**src/rtl/lpgbt_uplink_link_monitor_pkg.sv**
```systemverilog
// Shared definitions for the per-uplink link monitor.
package lpgbt_uplink_link_monitor_pkg;

  // Per-channel link state; 2'd3 is unused and falls back to DOWN.
  typedef enum logic [1:0] {
    ST_DOWN   = 2'd0,
    ST_SETTLE = 2'd1,
    ST_UP     = 2'd2
  } linkState_t;

endpackage

```
**src/rtl/lpgbt_uplink_mon_chan.sv**
```systemverilog
// Single-uplink monitor: link-state FSM with stability qualifier,
// saturating correction/loss counters and windowed rate accumulator.
module lpgbt_uplink_mon_chan
  import lpgbt_uplink_link_monitor_pkg::*;
#(
  parameter int CNT_WIDTH     = 16,
  parameter int STABLE_CYCLES = 64
) (
  input  logic                 uplinkClk_i,
  input  logic                 uplinkRst_i,
  input  logic                 ready_i,
  input  logic                 fecCorrected_i,
  input  logic                 clear_i,
  input  logic                 winEnd_i,
  output logic                 linkUp_o,
  output logic                 fecSeen_o,
  output logic [CNT_WIDTH-1:0] fecCnt_o,
  output logic [CNT_WIDTH-1:0] lossCnt_o,
  output logic [CNT_WIDTH-1:0] fecRate_o
);

  localparam int STB_W = $clog2(STABLE_CYCLES);

  linkState_t           state, stateNxt;
  logic [STB_W-1:0]     settleCnt, settleNxt;
  logic                 lossEv, fecEv;
  logic [CNT_WIDTH-1:0] acc;

  function automatic logic [CNT_WIDTH-1:0] satInc(input logic [CNT_WIDTH-1:0] v,
                                                  input logic inc);
    return (inc && (v != '1)) ? v + CNT_WIDTH'(1) : v;
  endfunction

  // State and settle-counter registers.
  always_ff @(posedge uplinkClk_i) begin
    if (uplinkRst_i) begin
      state     <= ST_DOWN;
      settleCnt <= '0;
    end else begin
      state     <= stateNxt;
      settleCnt <= settleNxt;
    end
  end

  // Next-state: ready must stay high STABLE_CYCLES samples before UP.
  always_comb begin
    stateNxt  = state;
    settleNxt = settleCnt;
    lossEv    = 1'b0;
    case (state)
      ST_DOWN: if (ready_i) begin
        stateNxt  = ST_SETTLE;
        settleNxt = STB_W'(1);
      end
      ST_SETTLE: begin
        if (!ready_i)                                  stateNxt = ST_DOWN;
        else if (settleCnt == STB_W'(STABLE_CYCLES-1)) stateNxt = ST_UP;
        else                                           settleNxt = settleCnt + STB_W'(1);
      end
      ST_UP: if (!ready_i) begin
        stateNxt = ST_DOWN;
        lossEv   = 1'b1;
      end
      default: stateNxt = ST_DOWN;
    endcase
  end

  assign linkUp_o = (state == ST_UP);
  // A correction only counts while the link is qualified and still ready.
  assign fecEv    = (state == ST_UP) && ready_i && fecCorrected_i;

  // Totals and sticky flag; clear beats any same-cycle increment.
  always_ff @(posedge uplinkClk_i) begin
    if (uplinkRst_i || clear_i) begin
      fecCnt_o  <= '0;
      lossCnt_o <= '0;
      fecSeen_o <= 1'b0;
    end else begin
      fecCnt_o  <= satInc(fecCnt_o, fecEv);
      lossCnt_o <= satInc(lossCnt_o, lossEv);
      if (fecEv) fecSeen_o <= 1'b1;
    end
  end

  // Window accumulator; the last window cycle's event lands in the snapshot.
  always_ff @(posedge uplinkClk_i) begin
    if (uplinkRst_i) begin
      acc       <= '0;
      fecRate_o <= '0;
    end else if (winEnd_i) begin
      fecRate_o <= satInc(acc, fecEv);
      acc       <= '0;
    end else begin
      acc       <= satInc(acc, fecEv);
    end
  end

endmodule

```
**src/rtl/lpgbt_uplink_link_monitor.sv**
```systemverilog
// Multi-uplink health monitor: one channel monitor per uplink plus a
// shared free-running rate window.
module lpgbt_uplink_link_monitor #(
  parameter int UPLINKCOUNT   = 2,
  parameter int CNT_WIDTH     = 16,
  parameter int STABLE_CYCLES = 64,
  parameter int WINDOW_CYCLES = 40000000,
  parameter int WIN_WIDTH     = 26
) (
  input  logic                             uplinkClk_i,
  input  logic                             uplinkRst_i,
  input  logic [UPLINKCOUNT-1:0]           uplinkReady_i,
  input  logic [UPLINKCOUNT-1:0]           fecCorrected_i,
  input  logic [UPLINKCOUNT-1:0]           clear_i,
  output logic [UPLINKCOUNT-1:0]           linkUp_o,
  output logic [UPLINKCOUNT-1:0]           fecSeen_o,
  output logic [UPLINKCOUNT*CNT_WIDTH-1:0] fecCnt_o,
  output logic [UPLINKCOUNT*CNT_WIDTH-1:0] lossCnt_o,
  output logic [UPLINKCOUNT*CNT_WIDTH-1:0] fecRate_o,
  output logic                             winTick_o
);

  logic [WIN_WIDTH-1:0] winCnt;
  logic                 winEnd;

  assign winEnd = (winCnt == WIN_WIDTH'(WINDOW_CYCLES-1));

  // Shared window counter; tick is registered so it aligns with new fecRate_o.
  always_ff @(posedge uplinkClk_i) begin
    if (uplinkRst_i) begin
      winCnt    <= '0;
      winTick_o <= 1'b0;
    end else begin
      winCnt    <= winEnd ? '0 : winCnt + WIN_WIDTH'(1);
      winTick_o <= winEnd;
    end
  end

  for (genvar g = 0; g < UPLINKCOUNT; g++) begin : g_chan
    lpgbt_uplink_mon_chan #(
      .CNT_WIDTH     (CNT_WIDTH),
      .STABLE_CYCLES (STABLE_CYCLES)
    ) u_chan (
      .uplinkClk_i    (uplinkClk_i),
      .uplinkRst_i    (uplinkRst_i),
      .ready_i        (uplinkReady_i[g]),
      .fecCorrected_i (fecCorrected_i[g]),
      .clear_i        (clear_i[g]),
      .winEnd_i       (winEnd),
      .linkUp_o       (linkUp_o[g]),
      .fecSeen_o      (fecSeen_o[g]),
      .fecCnt_o       (fecCnt_o[CNT_WIDTH*g +: CNT_WIDTH]),
      .lossCnt_o      (lossCnt_o[CNT_WIDTH*g +: CNT_WIDTH]),
      .fecRate_o      (fecRate_o[CNT_WIDTH*g +: CNT_WIDTH])
    );
  end

endmodule

```
**config.mk**
```make
export PLATFORM = sky130hd
export DESIGN_NAME = lpgbt_uplink_link_monitor
export DESIGN_NICKNAME = d
export VERILOG_FILES = /design/src/rtl/lpgbt_uplink_link_monitor_pkg.sv /design/src/rtl/lpgbt_uplink_mon_chan.sv /design/src/rtl/lpgbt_uplink_link_monitor.sv
export SDC_FILE = /design/constraint.sdc
export NUM_CORES = 1
export LEC_CHECK = 0
export ABC_CLOCK_PERIOD_IN_PS = 2700
export BUFFER_PORTS_ARGS = -buffer_cell sky130_fd_sc_hd__buf_2
export CAP_MARGIN = 20
export CORE_UTILIZATION = 58
export CTS_BUF_LIST = sky130_fd_sc_hd__clkbuf_16
export DETAILED_ROUTE_END_ITERATION = 7
export PLACE_DENSITY = 0.84
export SYNTH_ARGS = -nofsm -noshare
export SYNTH_HDL_FRONTEND = slang
export SYNTH_HIERARCHICAL = 1
export SYNTH_SLANG_ARGS = --single-unit
export TNS_END_PERCENT = 20
```
**constraint.sdc**
```tcl
create_clock -name uplinkClk_i -period 2.7 [get_ports uplinkClk_i]
set_input_delay 0.135 -clock uplinkClk_i [delete_from_list [all_inputs] [get_ports uplinkClk_i]]
set_output_delay 0.135 -clock uplinkClk_i [all_outputs]
set_load 0.005 [all_outputs]
```
==> results.md, run 1 <==
* Status: complete, no violations
* Synth Warn # at 6
* Slew headroom at 0.571
* FF/Latch Area at 3460 um2
* Startpoint Class: register
* Synth Instances at 952
* Clock Skews at 0.00844 ns
* Clock Path Buffers at 2
* Iter 0 DRT Violations at 699
* Arrival time at the worst endpoint at 2.66 ns
* Max VDD drop at 0.392 mV
* Critical path fanouts, max at 16
* Multi-input gate area at 4500 um2
* Die Area at 14,700 um2
* Dpl ws at 0.395 ns
* Port-buffer cells at 108
* Hold Violations, Final at 0
* Tot GR Track Use at 0.264
* Post-CTS sizing at 0
* Clk sinks at 173
* Setup bufs post-CTS at 0
* Syn nets at 969
* Routed Antenna Nets at 0
* #FFs+latches synth at 173
* Unrepaired setup endpoints after global routing: no
* Worst Max-Slew Pin Slew at 0.640 ns
* Critical path type: register to register
* Yosys cell types at 66
* DR vias/cell at 6.22
* Nets at 1,075
* Final Worst Setup Slack at 0.329 ns
* First-pass GRT wire length at 31,300 um
* N_diodes at 0
* CTS H-Tree Depth at 4
* Max Clock Freq at 422 MHz
* Per-cell routed wire length at 15.3 um
* Filler cells at 1,127
* Seq/Total Area, Yosys at 0.419
* Die H at 121 um
* LEAKAGE at 3.39 nW
* CTS buffer count at 17
* Mapped cell area at 8260 um2
* Post-DP Area at 8950 um2
* FFs w/ async S/R, synth at 0
* Number of max-cap violations at 0
* Routability congestion estimate at 0.966
* I/O pin cnt at 109
* WHS at 0.0216 ns
* Post-route clock period utilization at 0.878
* Finish-stage setup viols at 0
* Hold Crit Class: primary input to register
* CTS tree: built
* Clk_lat worst skew at 0.43 ns
* Clk pin slew, worst setup/hold paths at 0.07 ns
* Most frequent cells in the layout: 173 x dfxtp_1, 108 x buf_2, 83 x nor2_1
* Share of post-route cells with drive strength above 1 at 0.183
* Pins Over Slew Limit at 0
* Routed WL at 19,200 um
* Area growth, synth to finish at 15.5%
* CTS Root Cell: clkbuf_16
* Area leader, netlist: dfxtp_1
* Post-synth top area share at 0.419
* EDFF count, synth at 0
* Vias in the first global route at 6,574
* CP required at 2.99 ns
* Gr ovfl total at 0
* Cell mode on critical path: nor4b_1
* Pwr dens at 539 nW/um2
* CP endpoint kind: register
* Slowest-stage cell, CP: or2_2
* Commonest non-fill, non-tap cell in the layout: dfxtp_1
* Min Tclk post-route at 2.37 ns
* Worst Reg-to-Reg Cells at 7
* Worst-path cell chain: nor4b_1, nor4b_1, nand4b_1, nor2_4, or2_2, o21bai_1, a31oi_1
* Initial Util at 0.595
* CTS Hold Bufs at 0
* Top_reg_cell synth: dfxtp_1
* Layout Cell Area excl Fill at 9540 um2
* # DRC at 0
* Hold path cells at 2
* Die width at 121 um
* Mapped Avg Cell Area at 8.68 um2
* Maximum number of pins on one net before global-route repair at 28
* Initial antenna violation count at 0
* DR vias at 7,777
* Num rows at 43
* Slowest Stage Delay on Critical Path at 0.40 ns
* First-pass iteration count of the detailed router at 5
* Setup TNS at 0 ns
* Core footprint at 13,900 um2
* Largest cells by area after synthesis: dfxtp_1 42%, a21oi_1 4.9%, nor2_1 3.8%, nand2_1 3.5%, or4_1 3.5%
* HPWL after DPL at 13,400 um
-- logic make-up (layout without fill, tap and decap cells) --
family	Yosys count	count (layout)	share of synthesized area
mux	6	6	0.00727
compound gates	260	260	0.209
simple gates	419	419	0.287
buf+inv	61	180	0.0389
xor+xnor	24	24	0.0254
fa+ha+maj	9	9	0.0136
flops	173	173	0.419
-- state kept, by name (all words and copies together), names as in the netlist --
| name | cells |
|---|---|
| g_chan.u_chan/lossCnt_o | 32 |
| g_chan.u_chan/fecCnt_o | 32 |
| winCnt | 26 |
| g_chan.u_chan/state | 4 |
| g_chan.u_chan/acc | 32 |
| g_chan.u_chan/fecSeen_o | 2 |
| winTick_o | 1 |
| g_chan.u_chan/fecRate_o | 32 |
| g_chan.u_chan/settleCnt | 12 |
-- where the power goes --
part | switching [mW] | internal [mW] | leakage, nW | total, mW
registers | 0.0143 | 2.56 | 1.39 | 2.58
clock network | 1.00 | 1.45 | 0.290 | 2.45
logic | 0.0755 | 0.0335 | 1.71 | 0.109
total | 1.09 | 4.05 | 3.39 | 5.14
-- final cells by class --
class / count / share of cell area
sequential: 173 / 0.363
tap: 180 / 0.0236
clock buffer: 17 / 0.0446
inverter: 22 / 0.00866
timing repair buffer: 126 / 0.0708
clock inverter: 15 / 0.0176
multi-input combinational: 718 / 0.472
-- per-layer routing --
metal  global-route usage  up-vias  part of all wire
li1                     -     3876                 -
met1                0.358     3660              0.46
met2                0.422      223              0.47
met3               0.0512       18             0.055
met4               0.0818        0             0.012
met5                    0        -                 0
-- final timing paths --
check / startpoint / end / slack (ns)
worst max-delay path: winCnt[13]$_SDFF_PP0_ / g_chan[0].u_chan/acc[6]$_SDFF_PP0_ / 0.33
worst min register to register: winCnt[0]$_SDFF_PP0_ / winCnt[0]$_SDFF_PP0_ / 0.47
worst max register to register: winCnt[13]$_SDFF_PP0_ / g_chan[0].u_chan/acc[6]$_SDFF_PP0_ / 0.33
worst min-delay path: uplinkReady_i[1] / g_chan[1].u_chan/state[1]$_SDFFE_PP0P_ / 0.02
-- synthesized netlist by cell type, drive strengths merged, types with 15 or more instances --
library cell  number
a21oi             81
a311oi            24
and4              15
clkbuf            23
dfxtp            173
inv               22
nand2             77
nand3             39
nand4             42
nor2              96
nor3              16
o21ai             48
o31ai             34
or3               39
or4               38
xor2              16
-- critical path, delay by kind of cell (launching register included) --
family | cells | cell delay, ns
compound gates | 2 | 0.23
simple gates | 5 | 1.65
flops | 1 | 0.35
-- per-stage QoR --
step	total power [mW]	cells	util
finish	5.14	1251	0.687
CTS	5.18	1251	0.687
detailed placement	2.74	1219	0.644
floorplan	2.71	952	-
global route	5.29	1251	0.687
global placement	2.74	1219	0.644
Power figures use the tool's default switching activity.
==> inputs of run 2 (changes only) <==
Settings changed: CELL_PAD_IN_SITES_DETAIL_PLACEMENT set to 0, CELL_PAD_IN_SITES_GLOBAL_PLACEMENT set to 1, CORE_UTILIZATION 58 to 44.
==> results.md, run 2 (synthesized netlist as in run 1, its figures left out) <==
* Status: finished, violations left
* Violated checks: design-rule violations
* Max VDD drop at 0.439 mV
* Hold endpoint: g_chan[0].u_chan/state[1]$_SDFFE_PP0P_
* Combinational power share at 0.022
* Initial Util at 0.454
* M1 wire length at 9860 um
* Tot GR Track Use at 0.208
* Maximum number of pins on one net before global-route repair at 39
* Routability congestion estimate at 0.892
* Routed WL at 19,800 um
* Buf/Inv on CP at 0
* DR vias/cell at 5.89
* CTS H-Tree Depth at 4
* Clk_lat worst skew at 0.42 ns
* Post-route clock period utilization at 0.860
* Port-buffer cells at 108
* Number of max-cap violations at 0
* WHS at 0.0253 ns
* # placed instances at 1,270
* Setup TNS at 0 ns
* Slowest Stage Delay on Critical Path at 0.69 ns
* Initial antenna violation count at 0
* CP required at 3.03 ns
* Hold path cells at 2
* Worst Reg-to-Reg Cells at 4
* Clock Skews at 0.00734 ns
* Routed Antenna Nets at 0
* DR vias at 7,672
* Post-CTS sizing at 0
* Vias in the first global route at 6,824
* CTS buffer count at 17
* Switching share of power at 0.213
* Critical path fanouts, max at 10
* Final Worst Setup Slack at 0.379 ns
* Pins Over Slew Limit at 0
* Area growth, synth to finish at 16.3%
* Finished Layout Cells at 1,302
* Iter 0 DRT Violations at 461
* Most frequent cells in the layout: 173 x dfxtp_1, 108 x buf_2, 83 x nor2_1
* Hold Violations, Final at 0
* CP endpoint kind: register
* Arrival time at the worst endpoint at 2.65 ns
* Die Area at 19,300 um2
* R2r endpoint: g_chan[0].u_chan/fecRate_o[13]$_SDFFE_PP0P_
* Finish-stage setup viols at 0
* Cell mode on critical path: or4_1
* Slew headroom at 0.584
* Clk pin slew, worst setup/hold paths at 0.06 ns
* First-pass GRT wire length at 33,100 um
* Worst Max-Slew Pin Slew at 0.618 ns
* Nets at 1,078
* Hold Crit Class: primary input to register
* Clock Power Share at 0.475
* Num rows at 49
* Setup bufs post-CTS at 0
* Filler cells at 1,723
* Top sig layer: met4
* LEAKAGE at 3.40 nW
* Max Clock Freq at 431 MHz
* Die H at 139 um
* Final Util at 0.528
* Min Tclk post-route at 2.32 ns
* Per-cell routed wire length at 15.2 um
* FF-to-FF setup slack at 0.38 ns
* Core footprint at 18,200 um2
* Tot Pwr at 5.13 mW
* Int Pwr at 4.03 mW
* Hold wc startpoint: uplinkReady_i[0]
* Commonest non-fill, non-tap cell in the layout: dfxtp_1
* Switching pwr at 1.09 mW
* Critical path type: register to register
* CTS Root Cell: clkbuf_16
* Sequential power share at 0.503
* Startpoint Class: register
* N_diodes at 0
* Gr ovfl total at 0
* Slowest-stage cell, CP: or4_1
* Post-DP Area at 9020 um2
* Dpl ws at 0.391 ns
* Die width at 139 um
* Clock Path Buffers at 2
* Unrepaired setup endpoints after global routing: no
* Layout Cell Area excl Fill at 9610 um2
* DR WL met3 at 966 um
* I/O pin cnt at 109
* Clk sinks at 173
* Share of post-route cells with drive strength above 1 at 0.181
* CTS tree: built
* Worst-path cell chain: nand4b_4, or4_1, or4_1, a311oi_1
* HPWL after DPL at 14,100 um
* Metal2 WL at 8810 um
* First-pass iteration count of the detailed router at 8
* R2R Path Start: g_chan[0].u_chan/state[0]$_SDFFE_PP0P_
* Delay-heaviest family, CP: simple AND/OR/NAND/NOR gates
* Pwr dens at 533 nW/um2
* # DRC at 11
[run 2: cell types whose count changed in the layout (fill, tap and decap cells not counted), moves of 2 or more]
cell and change:
inv_6 -2, clkinv_2 -3, inv_1 +2, buf_4 +2
[run 2: worst max path at each step]
stage	start	endpoint	cells past startpoint
2_1_floorplan	winCnt[9]$_SDFF_PP0_	g_chan[0].u_chan/acc[2]$_SDFF_PP0_	10
3_3_place_gp	g_chan[0].u_chan/state[0]$_SDFFE_PP0P_	g_chan[0].u_chan/fecRate_o[15]$_SDFFE_PP0P_	4
3_5_place_dp	g_chan[0].u_chan/state[0]$_SDFFE_PP0P_	g_chan[0].u_chan/fecRate_o[15]$_SDFFE_PP0P_	4
4_1_cts	g_chan[0].u_chan/state[0]$_SDFFE_PP0P_	g_chan[0].u_chan/fecRate_o[15]$_SDFFE_PP0P_	4
5_1_grt	winCnt[9]$_SDFF_PP0_	g_chan[1].u_chan/fecRate_o[12]$_SDFFE_PP0P_	7
6_report	g_chan[0].u_chan/state[0]$_SDFFE_PP0P_	g_chan[0].u_chan/fecRate_o[13]$_SDFFE_PP0P_	4
[run 2: final cells by class]
cell class	instances	area [um2]	area share
Multi-Input combinational cell	718	4500	0.468
Sequential cell	173	3460	0.360
Timing Repair Buffer	129	701	0.0729
Clock buffer	17	425	0.0443
Tap cell	229	287	0.0298
Clock inverter	14	154	0.0160
Inverter	22	82.6	0.00859
[run 2: power by group through the flow]
stage	sequential [mW]	clock (mW)	combinational [mW]
global placement	2.63	0	0.112
detailed placement	2.63	0	0.113
global route	2.58	2.62	0.126
finish	2.58	2.44	0.113
floorplan	2.63	0	0.0831
CTS	2.58	2.51	0.114
[run 2: layer usage]
layer,track usage,vias to the layer above
met3,0.0407,12
met4,0.0608,0
met5,0,-
li1,-,3873
met1,0.286,3611
met2,0.328,176
[run 2: worst register-to-register path: stages, from the launching register on]
cell      delay [ns]
dfxtp_1         0.39
nand4b_4        0.28
or4_1           0.69
or4_1           0.58
a311oi_1        0.29
[run 2: what timing repair did]
item                                   in CTS  in global routing
endpoints found under the hold margin       1                  0
hold buffers                                1                  0
setup endpoints to repair                   0                  0
